**config.mk**
```make
export PLATFORM = sky130hd
export DESIGN_NAME = grf_wb_arbiter
export DESIGN_NICKNAME = d
export VERILOG_FILES = /design/src/rtl/grf_wb_arbiter.sv
export SDC_FILE = /design/constraint.sdc
export NUM_CORES = 1
export LEC_CHECK = 0
export ABC_AREA = 1
export BUFFER_PORTS_ARGS = -buffer_cell sky130_fd_sc_hd__buf_4
export CORE_AREA = 10 10 188 190
export DETAILED_ROUTE_END_ITERATION = 8
export DIE_AREA = 0 0 198 200
export GPL_ROUTABILITY_DRIVEN = 0
export PLACE_DENSITY = 0.75
export SYNTH_ARGS = -nofsm -noshare
export SYNTH_HDL_FRONTEND = slang
export SYNTH_SLANG_ARGS = --single-unit
export TNS_END_PERCENT = 20
```
**constraint.sdc**
```tcl
create_clock -name clk -period 2.63 [get_ports clk]
set_input_delay 0.1315 -clock clk [delete_from_list [all_inputs] [get_ports clk]]
set_output_delay 0.1315 -clock clk [all_outputs]
set_load 0.01 [all_outputs]
```
**src/rtl/grf_wb_arbiter.sv**
```systemverilog
// grf_wb_arbiter
// Serialises two result sources onto the single GRF write port:
//   source A (pipeline writeback) is never back-pressured;
//   source B (long-latency unit) is buffered in a DEPTH-entry FIFO.
// A starvation counter raises a one-cycle pipeline freeze so that
// buffered B results always drain. A scoreboard reports pending writes.
// Ports:
//   clk, reset (async, active-low)
//   wbWE/wbWA/wbWD/wbPC         source A request
//   mdValid/mdReady/mdWA/mdWD/mdPC  source B request handshake
//   qA1/qA2 -> qBusy1/qBusy2    decode pending-write queries
//   qCount                      FIFO occupancy
//   pipeStall                   registered freeze request
//   regWE/regWA/regWD/PC        registered GRF write port
module grf_wb_arbiter #(
    parameter int DEPTH    = 4,
    parameter int MAX_WAIT = 8
) (
    input  logic                       clk,
    input  logic                       reset,
    input  logic                       wbWE,
    input  logic [4:0]                 wbWA,
    input  logic [31:0]                wbWD,
    input  logic [31:0]                wbPC,
    input  logic                       mdValid,
    output logic                       mdReady,
    input  logic [4:0]                 mdWA,
    input  logic [31:0]                mdWD,
    input  logic [31:0]                mdPC,
    input  logic [4:0]                 qA1,
    input  logic [4:0]                 qA2,
    output logic                       qBusy1,
    output logic                       qBusy2,
    output logic [$clog2(DEPTH):0]     qCount,
    output logic                       pipeStall,
    output logic                       regWE,
    output logic [4:0]                 regWA,
    output logic [31:0]                regWD,
    output logic [31:0]                PC
);

    localparam int AW = $clog2(DEPTH);
    localparam int CW = AW + 1;
    localparam logic [CW-1:0] DEPTH_C   = CW'(DEPTH);
    localparam logic [7:0]    WAIT_LAST = 8'(MAX_WAIT - 1);

    logic [4:0]    wa_mem_q [DEPTH];
    logic [31:0]   wd_mem_q [DEPTH];
    logic [31:0]   pc_mem_q [DEPTH];
    logic [AW-1:0] wr_ptr_q, wr_ptr_d;
    logic [AW-1:0] rd_ptr_q, rd_ptr_d;
    logic [CW-1:0] count_q, count_d;
    logic [7:0]    wait_q, wait_d;
    logic          stall_q, stall_d;
    logic          reg_we_q, reg_we_d;
    logic [4:0]    reg_wa_q, reg_wa_d;
    logic [31:0]   reg_wd_q, reg_wd_d;
    logic [31:0]   reg_pc_q, reg_pc_d;

    logic          push_s;
    logic          grant_a_s;
    logic          pop_s;
    logic          hit1_s, hit2_s;
    logic [AW-1:0] idx_s;

    // mdReady ignores a same-cycle pop: a full FIFO always refuses.
    assign mdReady   = reset && (count_q < DEPTH_C);
    assign qCount    = count_q;
    assign pipeStall = stall_q;
    assign regWE     = reg_we_q;
    assign regWA     = reg_wa_q;
    assign regWD     = reg_wd_q;
    assign PC        = reg_pc_q;

    // Grant selection and FIFO pointer/occupancy next state.
    always_comb begin
        push_s    = mdValid && mdReady;
        grant_a_s = wbWE && !stall_q;
        pop_s     = !grant_a_s && (count_q != {CW{1'b0}});
        wr_ptr_d  = wr_ptr_q + (push_s ? {{(AW-1){1'b0}}, 1'b1} : {AW{1'b0}});
        rd_ptr_d  = rd_ptr_q + (pop_s  ? {{(AW-1){1'b0}}, 1'b1} : {AW{1'b0}});
        case ({push_s, pop_s})
            2'b10:   count_d = count_q + {{(CW-1){1'b0}}, 1'b1};
            2'b01:   count_d = count_q - {{(CW-1){1'b0}}, 1'b1};
            default: count_d = count_q;
        endcase
    end

    // Starvation counter; a freeze always yields a pop next cycle, so
    // the stall self-clears after exactly one cycle.
    always_comb begin
        wait_d  = wait_q;
        stall_d = 1'b0;
        if ((count_q == {CW{1'b0}}) || pop_s) begin
            wait_d  = 8'd0;
            stall_d = 1'b0;
        end else if (wait_q == WAIT_LAST) begin
            wait_d  = wait_q;
            stall_d = 1'b1;
        end else begin
            wait_d  = wait_q + 8'd1;
            stall_d = 1'b0;
        end
    end

    // Output stage next state: granted fields load, otherwise data holds.
    always_comb begin
        reg_we_d = 1'b0;
        reg_wa_d = reg_wa_q;
        reg_wd_d = reg_wd_q;
        reg_pc_d = reg_pc_q;
        if (grant_a_s) begin
            reg_we_d = 1'b1;
            reg_wa_d = wbWA;
            reg_wd_d = wbWD;
            reg_pc_d = wbPC;
        end else if (pop_s) begin
            reg_we_d = 1'b1;
            reg_wa_d = wa_mem_q[rd_ptr_q];
            reg_wd_d = wd_mem_q[rd_ptr_q];
            reg_pc_d = pc_mem_q[rd_ptr_q];
        end else begin
            reg_we_d = 1'b0;
        end
    end

    // Scoreboard: match queries against live FIFO entries and the output stage.
    always_comb begin
        hit1_s = 1'b0;
        hit2_s = 1'b0;
        idx_s  = {AW{1'b0}};
        for (int i = 0; i < DEPTH; i++) begin
            idx_s = rd_ptr_q + AW'(i);
            if (CW'(i) < count_q) begin
                if (wa_mem_q[idx_s] == qA1) hit1_s = 1'b1;
                if (wa_mem_q[idx_s] == qA2) hit2_s = 1'b1;
            end else begin
                hit1_s = hit1_s;
                hit2_s = hit2_s;
            end
        end
        qBusy1 = (qA1 != 5'd0) && (hit1_s || (reg_we_q && (reg_wa_q == qA1)));
        qBusy2 = (qA2 != 5'd0) && (hit2_s || (reg_we_q && (reg_wa_q == qA2)));
    end

    // Control state, output stage and FIFO storage registers.
    always_ff @(posedge clk or negedge reset) begin
        if (!reset) begin
            wr_ptr_q <= {AW{1'b0}};
            rd_ptr_q <= {AW{1'b0}};
            count_q  <= {CW{1'b0}};
            wait_q   <= 8'd0;
            stall_q  <= 1'b0;
            reg_we_q <= 1'b0;
            reg_wa_q <= 5'd0;
            reg_wd_q <= 32'd0;
            reg_pc_q <= 32'd0;
            for (int i = 0; i < DEPTH; i++) begin
                wa_mem_q[i] <= 5'd0;
                wd_mem_q[i] <= 32'd0;
                pc_mem_q[i] <= 32'd0;
            end
        end else begin
            wr_ptr_q <= wr_ptr_d;
            rd_ptr_q <= rd_ptr_d;
            count_q  <= count_d;
            wait_q   <= wait_d;
            stall_q  <= stall_d;
            reg_we_q <= reg_we_d;
            reg_wa_q <= reg_wa_d;
            reg_wd_q <= reg_wd_d;
            reg_pc_q <= reg_pc_d;
            if (push_s) begin
                wa_mem_q[wr_ptr_q] <= mdWA;
                wd_mem_q[wr_ptr_q] <= mdWD;
                pc_mem_q[wr_ptr_q] <= mdPC;
            end
        end
    end

endmodule

```
==> impl_metrics.py <==
metrics = {
    "global_routing": {
        "grt_max_degree": 126,
        "antenna_found_initial": 5,
        "grt_overflow": 0,
        "grt_pass1_vias": 16100,
        "grt_pass1_wl_um": 82400,
        "grt_usage_pct": 25.6,
    },
    "die": {
        "core_sq_um": 31400,
        "io_pins": 229,
        "fp.dieW_um": 198,
        "initial_utilization_pct": 54.3,
        "placementRows": 65,
        "design.die.area_sq_um": 39600,
        "die_height_um": 200,
    },
    "synth": {
        "synth_nets": 2220,
        "synthesis.area_sq_um": 17000,
        "synth_mux_area_share_pct": 2.31,
        "synth_top_cell_by_area": "dfrtp_1",
        "synthAdderAreaFrac_pct": 0.514,
        "yosys.area_share.simple_pct": 17.0,
        "synth_area_leaders": "dfrtp_1 (53%), nand2_1 (11%), o21ai_0 (7.0%)",
        "synth.avg_cell_area_sq_um": 8.27,
        "ys_ff_latch": 362,
        "yosysWarnings": 0,
        "synth_compound_area_share_pct": 17.5,
        "synth_cells": 2061,
        "yosysSeqAreaShare_pct": 53.1,
        "synth_top_family_by_area": "compound AO/OA/AOI/OAI gates",
        "synthXorXnorAreaFrac_pct": 0.462,
        "ys_types": 31,
        "netlist.area_leader.share_pct": 53.1,
    },
    "setup_path": {
        "critPathCaptureType": "output port",
        "path_cells": "buf_6, o21ai_0, nand2_1, nand3_1, nand2_1, nor2_1, nand3_1, nand3_1, nor2_1, nor2_1, buf_4",
        "worst-path-buf-inv": 2,
        "startpoint_type": "flip-flop",
        "cp_max_fo": 25,
        "slowest_stage": "dfrtp_2",
        "crit_required_ps": 2500,
        "crit_family": "simple AND/OR/NAND/NOR gates",
        "cp.arrival_ps": 2410,
        "max_stage_delay_ps": 450,
        "crit_type": "reg -> out",
    },
    "cells_and_area": {
        "area_growth_syn_to_layout_pct": 28.9,
        "final_nets": 2544,
        "drive_gt1_share_pct": 15.6,
        "fillers": 2389,
    },
    "power": {
        "ir_drop_mv": 0.776,
        "p_leak_nw": 10.6,
        "power.density_nw_per_um2": 1190,
    },
    "placement": {
        "portBuffers": 228,
        "post-place-ws_ps": 522,
        "dp_hpwl_um": 31300,
    },
    "timing": {
        "worst_slack_ps": 87.5,
        "worst_pin_slew_ps": 927,
        "setup_tns_ps": 0,
        "fin_crit_sh_pct": 96.7,
        "fmax_ghz": 0.393,
        "slew_headroom_pct": 38.2,
        "hold_viol_final": 0,
        "holdWs_ps": 11.8,
        "setup_viol": 0,
        "fin_worst_skew_ps": 22.0,
        "finalCriticalPeriod_ps": 2540,
        "rsz0062_at_grt": "false",
        "drv_slew": 0,
    },
    "cts": {
        "cts_made_buffers": 40,
        "cts_tree": "yes",
        "clock_path_buffers": 3,
        "clock-sinks": 362,
        "clock_latency_ps": 540,
        "ctsHtreeMaxLevel": 2,
        "cts_root_buffer": "clkbuf_16",
        "clkTransAtPathRegs_ps": 60,
    },
    "routing": {
        "drc": 0,
        "wl_um": 51500,
        "drt_iter0_drc": 1541,
        "wl_per_cell_um": 18.3,
        "via_count": 15900,
        "first_pass_iters": 6,
        "ant_nets": 0,
        "via_per_inst": 5.63,
    },
    "status": {
        "status": "finished clean",
    },
    "min_path": {
        "hold_path_class": "in -> async",
    },
    "run": {
        "maxCapViolations": 0,
    },
}
[cell usage after synthesis (all sizes together)]
cell / n
o221ai: 12
nand3: 84
a211oi: 1
and3: 1
a221oi: 28
a21oi: 121
inv: 270
nand4: 3
buf: 65
dfrtp: 362
nor3b: 1
o21ai: 244
ha: 7
o211ai: 28
mux2: 35
nand2: 511
xor2: 5
clkbuf: 56
nor3: 9
xnor2: 4
a22oi: 9
nor2: 123
o22ai: 82
[worst paths after layout]
kind	start	endpoint	slack (ps)	depth (start not counted)
max	rd_ptr_q[0]	qBusy2	90	11
min	reset	regWD[14]	10	2
max reg2reg	qCount[2]	wd_mem_q[120]	550	6
min reg2reg	regWD[4]	regWD[4]	480	2
max in group asynchronous	reset	pc_mem_q[114]	850	4
min in group clk	wbWE	regWA[1]	230	6
[layout by cell type (no fill, tap or decap), types with 9 or more instances in the layout]
| cell type | Yosys | layout |
|---|---|---|
| a21oi_1 | 121 | 121 |
| a221oi_1 | 28 | 28 |
| a22oi_1 | 9 | 9 |
| buf_12 | 0 | 13 |
| buf_4 | 5 | 248 |
| clkbuf_1 | 55 | 12 |
| clkbuf_16 | 0 | 41 |
| dfrtp_1 | 362 | 361 |
| dlygate4sd3_1 | 0 | 139 |
| inv_1 | 266 | 265 |
| mux2_2 | 35 | 35 |
| nand2_1 | 508 | 505 |
| nand3_1 | 83 | 81 |
| nor2_1 | 123 | 121 |
| o211ai_1 | 28 | 28 |
| o21ai_0 | 240 | 240 |
| o221ai_1 | 12 | 12 |
| o22ai_1 | 82 | 82 |
[timing repair]
item	CTS	global route
hold endpoints to repair	508	0
endpoints found under the setup margin	1	2
gates resized for setup	1	11
gates cloned	0	0
buffers inserted	0	3
hold buffers	139	0
[state kept, by name, indices dropped and copies added (netlist names)]
signal and flops:
qCount 3, regWA 5, regWE 1, wait_q 8, PC 32, wr_ptr_q 2, wa_mem_q 20, wd_mem_q 128
regWD 32, pipeStall 1, pc_mem_q 128, rd_ptr_q 2
[per-layer routing]
metal	track usage [%]	vias to the layer above	routed length (um)	part of all wire [%]
met5	0	-	0	0
met4	9.31	0	1420	2.8
met3	4.87	129	3800	7.4
met2	43.4	694	25400	49
met1	32.1	7664	20900	41
li1	-	7396	-	-
[power by group]
group	total, mW	internal (mW)	switching [mW]
Sequential	9.68	8.34	1.34
Clock	5.66	3.39	2.27
Combinational	10.8	4.24	6.58
Total	26.2	16.0	10.2
[per-stage QoR]
stage / util [%] / instances / total power [mW] / area (sq um)
2_1_floorplan: - / 2061 / 16.3 / 17000
4_1_cts: 69.7 / 2812 / 25.9 / 21900
6_report: 70.0 / 2821 / 26.2 / 22000
3_3_place_gp: 61.1 / 2603 / 19.5 / 19200
3_5_place_dp: 61.1 / 2603 / 20.0 / 19200
5_1_grt: 70.0 / 2819 / 27.9 / 22000
[layout make-up]
cell class	instances	area [sq um]	share of cell area (%)
clock inverter	13	204	0.928
tap	402	503	2.29
clock buffer	57	1130	5.12
antenna	6	15.0	0.0683
multi-input combinational	1308	6500	29.6
timing repair buffer	403	3550	16.2
sequential	362	9060	41.2
inverter	270	1020	4.62
[worst reg2reg max path, stage by stage (launching register included)]
cell	delay [ps]
dfrtp_1	510
nor2_1	130
nand2_1	280
inv_1	170
nand3_4	100
buf_12	350
mux2_2	440
[cells by family after synthesis]
logic type / count (synthesis)
fa+ha+maj: 7
buf+inv: 391
simple gates: 732
mux: 35
compound gates: 525
flops: 362
xor+xnor: 9
(Power assumes the default switching activity.)
